==> src/rtl/seg_scan_ctrl_if.sv <==
// Bundle of load handshake and display drive signals for seg_scan_ctrl.
// The master drives frames in; the slave (the scan controller) drives the display.
interface seg_scan_ctrl_if #(
  parameter int DIGITS = 4
);
  logic                  load;
  logic [4*DIGITS-1:0]   digits_in;
  logic                  load_ack;
  logic [3:0]            bcd;
  logic [DIGITS-1:0]     an_n;
  logic                  frame_done;

  modport master (
    output load, digits_in,
    input  load_ack, bcd, an_n, frame_done
  );

  modport slave (
    input  load, digits_in,
    output load_ack, bcd, an_n, frame_done
  );
endinterface

==> src/rtl/seg_scan_ctrl.sv <==
// Time-multiplexed 7-segment scan controller: one shared BCD decoder, guard gap per slot.
// Optional leading-zero blanking is enabled by defining SEG_SCAN_BLANK_LZ_EN.
module seg_scan_ctrl #(
  parameter int DIGITS   = 4,
  parameter int PRESCALE = 1000
) (
  input  logic           clk,
  input  logic           rst,
  seg_scan_ctrl_if.slave bus
);

  localparam int IDX_W = $clog2(DIGITS);
  localparam int CNT_W = $clog2(PRESCALE);
  localparam int FRM_W = 4 * DIGITS;

  localparam logic [IDX_W-1:0] IDX_LAST  = IDX_W'(DIGITS - 1);
  localparam logic [CNT_W-1:0] CNT_LAST  = CNT_W'(PRESCALE - 1);
  localparam logic [CNT_W-1:0] GUARD_END = CNT_W'(1);
  localparam logic [3:0]       BLANK     = 4'hF;

  typedef enum logic [1:0] {
    IDLE,
    GUARD,
    SHOW
  } state_t;

  state_t            state_q, state_d;
  logic [FRM_W-1:0]  active_q, active_d;
  logic [FRM_W-1:0]  pending_q, pending_d;
  logic              pend_v_q, pend_v_d;
  logic [IDX_W-1:0]  idx_q, idx_d;
  logic [CNT_W-1:0]  cnt_q, cnt_d;
  logic [3:0]        bcd_q, bcd_d;
  logic [DIGITS-1:0] an_n_q, an_n_d;

  logic              take;
  logic [FRM_W-1:0]  take_frame;
  logic [FRM_W-1:0]  shifted;
  logic [3:0]        code;
  logic              load_ack;
  logic              frame_done;

`ifdef SEG_SCAN_BLANK_LZ_EN
  logic [DIGITS-1:0] mask_q, mask_d;

  // Zeros above the most significant nonzero digit are blanked; digit 0 always shows.
  function automatic logic [DIGITS-1:0] lz_mask(input logic [FRM_W-1:0] frame);
    logic              leading;
    logic [DIGITS-1:0] m;
    leading = 1'b1;
    m       = '0;
    for (int i = DIGITS - 1; i >= 1; i--) begin
      if (leading && frame[4*i +: 4] == 4'd0) m[i] = 1'b1;
      else                                    leading = 1'b0;
    end
    return m;
  endfunction
`endif

  always_comb begin
    // NOTE: every combinational output gets a default first so no path leaves it unassigned (no latch).
    state_d    = state_q;
    active_d   = active_q;
    pending_d  = pending_q;
    pend_v_d   = pend_v_q;
    idx_d      = idx_q;
    cnt_d      = cnt_q;
    take       = 1'b0;
    take_frame = pending_q;
    load_ack   = 1'b0;
    frame_done = 1'b0;

    if (bus.load) begin
      pending_d = bus.digits_in;
      pend_v_d  = 1'b1;
    end

    unique case (state_q)
      IDLE: begin
        if (pend_v_q) begin
          state_d  = GUARD;
          idx_d    = '0;
          cnt_d    = '0;
          take     = 1'b1;
          load_ack = 1'b1;
          if (!bus.load) pend_v_d = 1'b0;
        end
      end
      GUARD: begin
        cnt_d = cnt_q + 1'b1;
        if (cnt_q == GUARD_END) state_d = SHOW;
      end
      SHOW: begin
        if (cnt_q == CNT_LAST) begin
          cnt_d   = '0;
          state_d = GUARD;
          if (idx_q == IDX_LAST) begin
            idx_d      = '0;
            frame_done = 1'b1;
            // A load landing on the wrap cycle supersedes anything already pending.
            if (bus.load) begin
              take       = 1'b1;
              take_frame = bus.digits_in;
              load_ack   = 1'b1;
              pend_v_d   = 1'b0;
            end else if (pend_v_q) begin
              take     = 1'b1;
              load_ack = 1'b1;
              pend_v_d = 1'b0;
            end
          end else begin
            idx_d = idx_q + 1'b1;
          end
        end else begin
          cnt_d = cnt_q + 1'b1;
        end
      end
      default: state_d = IDLE;
    endcase

    if (take) active_d = take_frame;

    shifted = active_d >> {idx_d, 2'b00};
    code    = shifted[3:0];
`ifdef SEG_SCAN_BLANK_LZ_EN
    mask_d = mask_q;
    if (take) mask_d = lz_mask(take_frame);
    if (mask_d[idx_d]) code = BLANK;
`endif

    // Outputs are registered from next-state values so they line up with the state register.
    bcd_d  = (state_d == IDLE) ? BLANK : code;
    an_n_d = (state_d == SHOW) ? ~(DIGITS'(1) << idx_d) : '1;
  end

  // NOTE: sequential state uses non-blocking assignments so all registers update together.
  // NOTE: the frame registers are reset too, so a reset always blanks the display.
  always_ff @(posedge clk or posedge rst) begin
    if (rst) begin
      state_q   <= IDLE;
      active_q  <= {DIGITS{BLANK}};
      pending_q <= {DIGITS{BLANK}};
      pend_v_q  <= 1'b0;
      idx_q     <= '0;
      cnt_q     <= '0;
      bcd_q     <= BLANK;
      an_n_q    <= '1;
`ifdef SEG_SCAN_BLANK_LZ_EN
      mask_q    <= '0;
`endif
    end else begin
      state_q   <= state_d;
      active_q  <= active_d;
      pending_q <= pending_d;
      pend_v_q  <= pend_v_d;
      idx_q     <= idx_d;
      cnt_q     <= cnt_d;
      bcd_q     <= bcd_d;
      an_n_q    <= an_n_d;
`ifdef SEG_SCAN_BLANK_LZ_EN
      mask_q    <= mask_d;
`endif
    end
  end

  assign bus.bcd        = bcd_q;
  assign bus.an_n       = an_n_q;
  assign bus.load_ack   = load_ack;
  assign bus.frame_done = frame_done;

endmodule

==> src/flat_wrapper.sv <==
// flat-port wrapper written by rule: the top's interface ports become plain ports
module seg_scan_ctrl_flat 
#(
  parameter int DIGITS   = 4,
  parameter int PRESCALE = 1000
)
  (clk, rst, bus_load, bus_digits_in, bus_load_ack, bus_bcd, bus_an_n, bus_frame_done);
  seg_scan_ctrl_if #(.DIGITS(DIGITS)) bus_i ();
  input  logic clk;
  input  logic rst;
  input wire logic [$bits(bus_i.load)-1:0] bus_load;
  input wire logic [$bits(bus_i.digits_in)-1:0] bus_digits_in;
  output wire logic [$bits(bus_i.load_ack)-1:0] bus_load_ack;
  output wire logic [$bits(bus_i.bcd)-1:0] bus_bcd;
  output wire logic [$bits(bus_i.an_n)-1:0] bus_an_n;
  output wire logic [$bits(bus_i.frame_done)-1:0] bus_frame_done;
  assign bus_i.load = bus_load;
  assign bus_i.digits_in = bus_digits_in;
  assign bus_load_ack = bus_i.load_ack;
  assign bus_bcd = bus_i.bcd;
  assign bus_an_n = bus_i.an_n;
  assign bus_frame_done = bus_i.frame_done;
  seg_scan_ctrl #(.DIGITS(DIGITS), .PRESCALE(PRESCALE)) u_core (.clk(clk), .rst(rst), .bus(bus_i));
endmodule
==> config.mk <==
export PLATFORM = sky130hd
export DESIGN_NAME = seg_scan_ctrl_flat
export DESIGN_NICKNAME = d
export VERILOG_FILES = /design/src/rtl/seg_scan_ctrl_if.sv /design/src/rtl/seg_scan_ctrl.sv /design/src/flat_wrapper.sv
export SDC_FILE = /design/constraint.sdc
export NUM_CORES = 1
export LEC_CHECK = 0
export CORE_MARGIN = 2
export CORE_UTILIZATION = 51
export DETAILED_ROUTE_END_ITERATION = 8
export GPL_ROUTABILITY_DRIVEN = 0
export PLACE_DENSITY = 0.85
export SLEW_MARGIN = 25
export SYNTH_ARGS = -nofsm -noshare
export SYNTH_HDL_FRONTEND = slang
export SYNTH_SLANG_ARGS = --single-unit
==> constraint.sdc <==
create_clock -name clk -period 2.18 [get_ports clk]
set_input_delay 0.218 -clock clk [delete_from_list [all_inputs] [get_ports clk]]
set_output_delay 0.218 -clock clk [all_outputs]
set_load 0.005 [all_outputs]
==> summary.txt, run 1 <==
Global routing
  – GRT Total Usage: 0.2653
  – Grt ovf: 0
  – Vias in the first global route: 2,620
  – Initial antenna violation count: 0
  – Largest net degree at the start of global routing: 56
  – First-pass GRT wire length: around 13 mm

STA
  – Pins over their slew limit: 0
  – Fin worst setup slack: -0.2685 ns
  – Setup-failing EPs final: 7
  – Final Hold Viols: 0
  – Post-route minimum period: 2.449 ns
  – Setup TNS: -1.170 ns
  – RSZ-0062 raised after global routing: true
  – Fin Clk Skew: 0.006677 ns
  – Final worst-path cycle share: 1.123
  – Hold WS: 0.3796 ns
  – Max_slew headroom: 0.5535
  – Fmax: ~410 MHz
  – Worst-margin pin slew: 0.6698 ns

Yosys
  – Yosys top cell area share: 0.3641
  – Syn_nets: around 280
  – Ys flop type: dfstp_2
  – Seq/Total Area, Yosys: 0.4941
  – Synthesized area: ~2900 um2
  – Distinct cells, synth: between 40 and 50
  – Dominant cell type by area after synthesis: dfstp_2
  – Post-synth EDFFs: 0
  – Syn avg cell area: ~11 um2
  – Top cells by area, synth: dfstp_2 (36%), dfrtp_1 (13%), mux2_2 (11%)
  – Synth Instances: 255
  – Synth async-reset ratio: 1.000
  – Synthesized flop and latch total: 55
  – Ys Warns: 0

Clock tree
  – Num CTS Buffers: 5
  – Worst-path clk slew: 0.11 ns
  – Clock Path Buffers: 2
  – # hold bufs at CTS: 0
  – CTS root buffer: clkbuf_8
  – CTS tree: done
  – Worst-Skew Late Latency: 0.33 ns
  – H-Tree Depth: 2
  – Clock net sink count: 55

Detailed routing
  – TritonRoute pass-1 iters: 6
  – Vias per cell: between 5 and 6
  – DRT iter0 DRCs: between 150 and 200
  – Via count: between 2k and 3k
  – Avg WL per Cell: about 21 um
  – Post-route DRC: 0
  – Post-DRT Antenna Nets: 0
  – WL final: 9.102 mm

Power
  – Power consumption: 4.647 mW
  – Power per cell area: around 1100 nW/um2
  – Peak supply drop: 0.5518 mV
  – Leakage power: 1.798 nW

Placement
  – Setup Slack @ Placement: -0.1066 ns
  – Dpl cell area: 3716 um2
  – Placed instance count: slightly below 400
  – Post-DP HPWL: 4.734 mm
  – # port buffers: 28

Floorplanning
  – Die Wd: 79.23 um
  – Core area: 5473 um2
  – Die Area: 6277 um2
  – Die Y: 79.23 um
  – Row cnt: 27
  – Initial Util: 0.5274
  – I/O pin count: 29

Worst setup path
  – Crit. End Element: flop
  – Crit path max fanout: 5
  – Critical path required time: approximately 2.4 ns
  – CP arrival: about 2.7 ns
  – Crit Path Class: reg2reg
  – Startpoint types: flop

Run
  – Max Cap Viol: 0

Status
  – Outcome: finished, violations left
  – Failing checks: setup timing

Final layout
  – Fin util: 0.7947
  – Non-filler cells, final: 425
  – Fin area: roughly 4300 um2
  – Layout Nets: 378
  – N_diodes: 0
  – Area grow syn2layout: 50.67%
  – Ratio of cells with drive above 1 in the final layout: 0.6034

Hold path
  – Hold/Removal Path Class: in2async
## worst max-delay path: stages, from the launching register on
cell       delay [ns]
dfrtp_1          0.42
inv_2            0.09
ha_4             0.19
nand2_4          0.06
nor4_4           0.31
buf_4            0.18
buf_6            0.12
buf_8            0.13
buf_4            0.12
mux2i_2          0.24
nor3_2           0.10
a2111oi_4        0.32
o21ai_1          0.09
## where the power goes
group | switching (mW) | internal, mW
Sequential | 0.166 | 1.44
Combinational | 1.17 | 1.25
Clock | 0.385 | 0.239
Total | 1.72 | 2.93
## area by class of cell
| class | instances | area (um2) |
|---|---|---|
| Inverter | 13 | 53.80 |
| Timing Repair Buffer | 101 | 938.4 |
| Clock inverter | 3 | 28.78 |
| Multi-Input combinational cell | 176 | 1742 |
| Clock buffer | 5 | 68.82 |
| Tap cell | 72 | 90.09 |
| Sequential cell | 55 | 1428 |
| Fill cell | 293 | 1124 |
## cells in the mapped netlist, drive strengths merged (5+ instances only)
cell type and instances:
dfstp 40, mux2 34, nand2 23, dfrtp 15, o21ai 14, inv 13
nor2 13, nor3 13, mux2i 10, buf 7, ha 7, nand4 7
nand3 6, a21oi 5
## flip-flops by register name, summed over array words and instances (netlist names)
name	cells
u_core.bus.an_n	4
u_core.pend_v_q	1
u_core.bus.bcd	4
u_core.state_q	2
u_core.idx_q	2
u_core.pending_q	16
u_core.cnt_q	10
u_core.active_q	16
## path summary, 6_finish.rpt
check / startpoint / to / slack, ns / depth (start not counted)
min in group clk: u_core.active_q[3] / u_core.active_q[3] / 0.48 / 2
hold reg to reg: u_core.active_q[3] / u_core.active_q[3] / 0.48 / 2
setup / recovery: u_core.state_q[0] / u_core.bus.bcd[3] / -0.27 / 12
setup reg to reg: u_core.state_q[0] / u_core.bus.bcd[3] / -0.27 / 12
max in group asynchronous: rst / u_core.state_q[1] / 1.32 / 3
hold / removal: rst / u_core.cnt_q[7] / 0.38 / 3
## cell families after synthesis
| family | after synthesis | share of synthesized area |
|---|---|---|
| compound gates | 39 | 0.1001 |
| xor+xnor | 6 | 0.01821 |
| fa+ha+maj | 7 | 0.03034 |
| buf+inv | 24 | 0.03988 |
| flops | 55 | 0.4941 |
| mux | 44 | 0.1712 |
| simple gates | 80 | 0.1461 |
## what timing repair did
| action | 4_1_cts | 5_1_grt |
|---|---|---|
| pin swaps | 17 | 10 |
| cloned | 0 | 1 |
| endpoints found under the hold margin | 0 | 0 |
| setup buffers | 17 | 6 |
| endpoints found under the setup margin | 8 | 21 |
| gates resized for setup | 61 | 29 |
## per-layer routing
metal / wire (um) / track usage
met3: 507 / 0.04773
met1: 3470 / 0.3060
met4: 339 / 0.1190
met5: 0 / 0
met2: 4784 / 0.4780
## placed cells by master, fill, tap and decap left out, drive strengths merged, types with 2 or more instances in the layout
cell            n
nand4           7
xnor2           2
ha              7
inv            14
clkbuf          7
nor4            2
o22ai           3
dfstp          40
clkdlybuf4s50  26
and4            2
nor3           13
nor2b           2
mux2i          10
nand2b          3
xor2            4
or2             2
a2111oi         4
mux2           34
dfrtp          15
a21oi           5
o21ai          14
buf            72
and3            2
clkinv          2
o31ai           2
o2bb2ai         3
and2            2
nand2          23
nand3           6
nor2           13
(Power assumes the default switching activity.)
==> run 2, diff against run 1 <==
- PLACE_DENSITY: 0.85 -> 0.76
==> summary.txt, run 2 (synthesis results as in run 1) <==
Floorplanning
  – Core area: 5473 um2
  – Die Area: 6277 um2
  – Die Y: 79.23 um
  – Initial Util: 0.5274
  – I/O pin count: 29
  – Die Wd: 79.23 um
  – Row cnt: 27

Clock tree
  – Clock net sink count: 55
  – Clock Path Buffers: 2
  – CTS tree: done
  – Num CTS Buffers: 5
  – # hold bufs at CTS: 0
  – Worst-path clk slew: 0.10 ns
  – CTS root buffer: clkbuf_8
  – H-Tree Depth: 2
  – Worst-Skew Late Latency: 0.32 ns

Power
  – Power per cell area: roughly 1000 nW/um2
  – Peak supply drop: 0.4478 mV
  – Leakage power: 1.755 nW

Worst setup path
  – Cell mode on critical path: buf_4
  – Startpoint types: flop
  – Critical path required time: 2.41 ns
  – Crit-path cells: nand4bb_4, nor4_4, buf_4, buf_12, buf_4, mux2i_2, nor3_2, a2111oi_4, o21ai_1
  – Crit. End Element: flop
  – Slowest stage delay, CP: 0.40 ns
  – Crit path max-delay cell type: dfrtp_1
  – Crit path max fanout: 8
  – CP arrival: 2.52 ns
  – Crit Path Class: reg2reg

STA
  – Fin Clk Skew: 0.006608 ns
  – Worst-margin pin slew: roughly 0.51 ns
  – Pins over their slew limit: 0
  – Final Hold Viols: 0
  – Fmax: 435.5 MHz
  – Max_slew headroom: 0.6589
  – Fin worst setup slack: -0.1164 ns
  – Setup-failing EPs final: 4
  – Post-route minimum period: 2.296 ns
  – Setup TNS: -0.3308 ns
  – Hold WS: around 0.27 ns
  – RSZ-0062 raised after global routing: true
  – Final worst-path cycle share: 1.053

Final layout
  – Area grow syn2layout: 45.86%
  – Commonest cells after routing, fill and taps aside: buf_4 (59), dfstp_2 (40), clkdlybuf4s50_1 (26)
  – Fin util: 0.7693
  – Commonest non-fill, non-tap cell in the layout: buf_4
  – Ratio of cells with drive above 1 in the final layout: 0.5603
  – Fillcell total: 317
  – N_diodes: 0
  – Largest registers: u_core.active_q x16, u_core.pending_q x16, u_core.cnt_q x10
  – Layout Nets: between 300 and 400

Global routing
  – Largest net degree at the start of global routing: 56
  – GRT Total Usage: 0.2432
  – Initial antenna violation count: 0
  – First-pass GRT wire length: roughly 12 mm
  – Vias in the first global route: 2,466
  – Grt ovf: 0

Detailed routing
  – Via count: 2,378
  – Post-DRT Antenna Nets: 0
  – DRT iter0 DRCs: 93
  – TritonRoute pass-1 iters: 4
  – Vias per cell: 5.662
  – WL final: 7.693 mm
  – Avg WL per Cell: 18.32 um
  – Post-route DRC: 0

Status
  – Failing checks: setup timing
  – Outcome: finished, violations left

Placement
  – # port buffers: 28
  – Post-DP HPWL: approximately 4.8 mm

Run
  – Max Cap Viol: 0

Hold path
  – Hold/Removal Path Class: in2async
## run 2: critical path, delay by kind of cell, from the launching register on
family          cells  cell delay, ns
simple gates        3            0.68
buf+inv             3            0.49
compound gates      2            0.41
flops               1            0.40
mux                 1            0.24
## run 2: worst paths after layout
| path | slack (ns) | cells past startpoint | from | to |
|---|---|---|---|---|
| setup / recovery | -0.12 | 9 | u_core.cnt_q[4] | u_core.bus.bcd[3] |
| hold / removal | 0.27 | 3 | rst | u_core.pend_v_q |
| setup reg to reg | -0.12 | 9 | u_core.cnt_q[4] | u_core.bus.bcd[3] |
| hold reg to reg | 0.48 | 2 | u_core.active_q[13] | u_core.active_q[13] |
| max in group asynchronous | 1.62 | 3 | rst | u_core.active_q[15] |
| min in group clk | 0.48 | 2 | u_core.active_q[13] | u_core.active_q[13] |
## run 2: timing repair
| action | 4_1_cts | 5_1_grt |
|---|---|---|
| setup buffers | 11 | 5 |
| pin swaps | 8 | 11 |
| setup endpoints to repair | 8 | 16 |
| gates resized for setup | 35 | 32 |
## run 2: per-layer routing
layer	wire length, um	track usage
met1	3050	0.2832
met2	4075	0.4407
met3	341	0.04432
met4	225	0.09655
met5	0	0
## run 2: area by class of cell
type / count / area (um2) / share of cell area
Clock inverter: 2 / 11.26 / 0.002675
Multi-Input combinational cell: 176 / 1694 / 0.4024
Clock buffer: 6 / 72.57 / 0.01724
Inverter: 13 / 58.81 / 0.01397
Timing Repair Buffer: 96 / 857.1 / 0.2036
Tap cell: 72 / 90.09 / 0.02140
Sequential cell: 55 / 1426 / 0.3388
## run 2: stage by stage
step	setup slack, ns	total power [mW]	cells	instance area (um2)
2_1_floorplan	-0.02932	2.633	255	2983
3_3_place_gp	-0.1268	3.290	398	3724
3_5_place_dp	-0.2679	3.390	398	3724
4_1_cts	-0.1398	4.100	416	4033
5_1_grt	-0.1991	4.520	420	4210
6_report	-0.1164	4.288	420	4210
## run 2: power breakdown
part / switching [mW] / leakage, nW / internal [mW]
registers: 0.139 / 0.623 / 1.43
logic: 1.06 / 1.09 / 1.08
clock network: 0.341 / 0.0455 / 0.227
==> run 3, diff against run 2 <==
- RECOVER_POWER: unset -> 25
==> summary.txt, run 3 (synthesis results as in run 1) <==
Detailed routing
  – Met3 routed WL: around 340 um
  – WL final: around 7.7 mm
  – TritonRoute pass-1 iters: 4
  – Via count: around 2.4k
  – Vias per cell: 5.674
  – Top sig layer: met4
  – DRT met1 WL: 3.029 mm
  – Avg WL per Cell: 18.32 um
  – DRT iter0 DRCs: 100
  – Post-DRT Antenna Nets: 0
  – Post-route DRC: 0
  – Met2 wire len: 4.090 mm

Global routing
  – Grt ovf: 0
  – First-pass GRT wire length: 11.79 mm
  – Initial antenna violation count: 0
  – GRT Total Usage: 0.2432
  – Vias in the first global route: about 2.5k
  – Largest net degree at the start of global routing: 56

STA
  – Max_slew headroom: 0.1073
  – Setup TNS: -0.3099 ns
  – Fin worst setup slack: -0.1161 ns
  – Fmax: 435.5 MHz
  – Setup-failing EPs final: 4
  – Hold WS: about 0.48 ns
  – Worst-margin pin slew: roughly 1.3 ns
  – Final worst-path cycle share: 1.053
  – Pins over their slew limit: 0
  – RSZ-0062 raised after global routing: true
  – Post-route minimum period: 2.296 ns
  – Final Hold Viols: 0
  – Fin Clk Skew: 0.009765 ns

Worst setup path
  – Dominant delay contributor by cell family on the critical path: compound AO/OA/AOI/OAI gates
  – Worst path bufs/invs: 2
  – Slowest stage delay, CP: ~0.39 ns
  – CP arrival: 2.52 ns
  – Critical path required time: between 2 and 2.5 ns
  – Crit path max fanout: 8
  – Crit path max-delay cell type: dfrtp_1
  – Crit. End Element: flop
  – Crit-path cells: nand4bb_4, buf_6, o311ai_2, and3_4, inv_8, mux2_4, a2111oi_4, o21ai_1
  – Crit Path Class: reg2reg
  – Startpoint types: flop

Final layout
  – N_diodes: 0
  – Commonest non-fill, non-tap cell in the layout: buf_4
  – Layout Nets: 373
  – Ratio of cells with drive above 1 in the final layout: 0.5575
  – Largest registers: u_core.active_q x16, u_core.pending_q x16, u_core.cnt_q x10
  – Fin util: 0.7666
  – Fillcell total: between 300 and 400
  – Fin area: 4195 um2
  – Area grow syn2layout: 45.34%
  – Commonest cells after routing, fill and taps aside: buf_4 (59), dfstp_2 (40), clkdlybuf4s50_1 (25)

Status
  – Failing checks: setup timing
  – Outcome: finished, violations left

Run
  – Max Cap Viol: 0

Floorplanning
  – Core area: 5473 um2
  – Die Y: just under 80 um
  – I/O pin count: 29
  – Die Area: 6277 um2
  – Initial Util: 0.5274
  – Die Wd: 79.23 um
  – Row cnt: 27

Clock tree
  – CTS root buffer: clkbuf_8
  – H-Tree Depth: 2
  – Worst-Skew Late Latency: 0.32 ns
  – CTS tree: done
  – Num CTS Buffers: 5
  – Clock net sink count: 55
  – Worst-path clk slew: 0.09 ns
  – Clock Path Buffers: 2

Power
  – Leakage power: 1.747 nW
  – Peak supply drop: 0.4471 mV
  – Power per cell area: 1022 nW/um2
  – Power consumption: around 4.3 mW

Placement
  – # port buffers: 28
  – Post-DP HPWL: 4.820 mm
  – Dpl cell area: 3724 um2

Hold path
  – Hold/Removal Path Class: reg2reg
## run 3: cell count changes in the layout (fill, tap and decap cells not counted), sizes merged
cell | previous run | this run
buf | 68 | 67
clkbuf | 6 | 7
clkdlybuf4s50 | 26 | 25
clkinv | 1 | 2
dlygate4sd3 | 0 | 1
inv | 14 | 13
## run 3: worst register-to-register path, cell delays in order (launching register included)
cell and delay [ns]:
dfrtp_1 0.39, nand4bb_4 0.31, buf_6 0.19, o311ai_2 0.26, and3_4 0.27, inv_8 0.06
mux2_4 0.31, a2111oi_4 0.31, o21ai_1 0.12
## run 3: power by group
group | total [mW] | switching, mW | leakage (nW) | internal, mW
registers | 1.57 | 0.139 | 0.623 | 1.43
clock network | 0.568 | 0.342 | 0.0455 | 0.227
logic | 2.14 | 1.07 | 1.08 | 1.08
total | 4.29 | 1.55 | 1.75 | 2.74
## run 3: final cells by class
| type | instances | area (um2) | area share |
|---|---|---|---|
| clock inverters | 2 | 11.26 | 0.002684 |
| flip-flops and latches | 55 | 1426 | 0.3400 |
| inverters | 13 | 58.81 | 0.01402 |
| well taps | 72 | 90.09 | 0.02147 |
| repair buffers | 96 | 842.1 | 0.2007 |
| clock buffers | 6 | 72.57 | 0.01730 |
| multi-input cells | 176 | 1694 | 0.4038 |
## run 3: stage by stage
step,std cells,setup WS (ns)
finish,420,-0.1161
floorplan,255,-0.02932
global route,420,-0.1991
detailed placement,398,-0.2679
CTS,416,-0.1398
global placement,398,-0.1268
## run 3: what timing repair did
item | in CTS | in global routing
pin swaps | 8 | 11
endpoints found under the setup margin | 8 | 16
hold buffers | 0 | 0
setup buffers | 11 | 5
gates cloned | 0 | 0
resized for setup | 35 | 32
## run 3: path summary, 6_finish.rpt
path,start,end,slack [ns],cells after the start
max,u_core.cnt_q[4],u_core.bus.bcd[3],-0.12,8
min,u_core.active_q[15],u_core.active_q[15],0.48,2
max reg2reg,u_core.cnt_q[4],u_core.bus.bcd[3],-0.12,8
min reg2reg,u_core.active_q[15],u_core.active_q[15],0.48,2
max in group asynchronous,rst,u_core.state_q[1],0.60,3
min in group asynchronous,rst,u_core.pend_v_q,0.79,3
## run 3: layer usage
metal  track usage  vias up
li1              -     1102
met1        0.2832     1204
met2        0.4407       58
met3       0.04432       19
met4       0.09655        0
met5             0        -
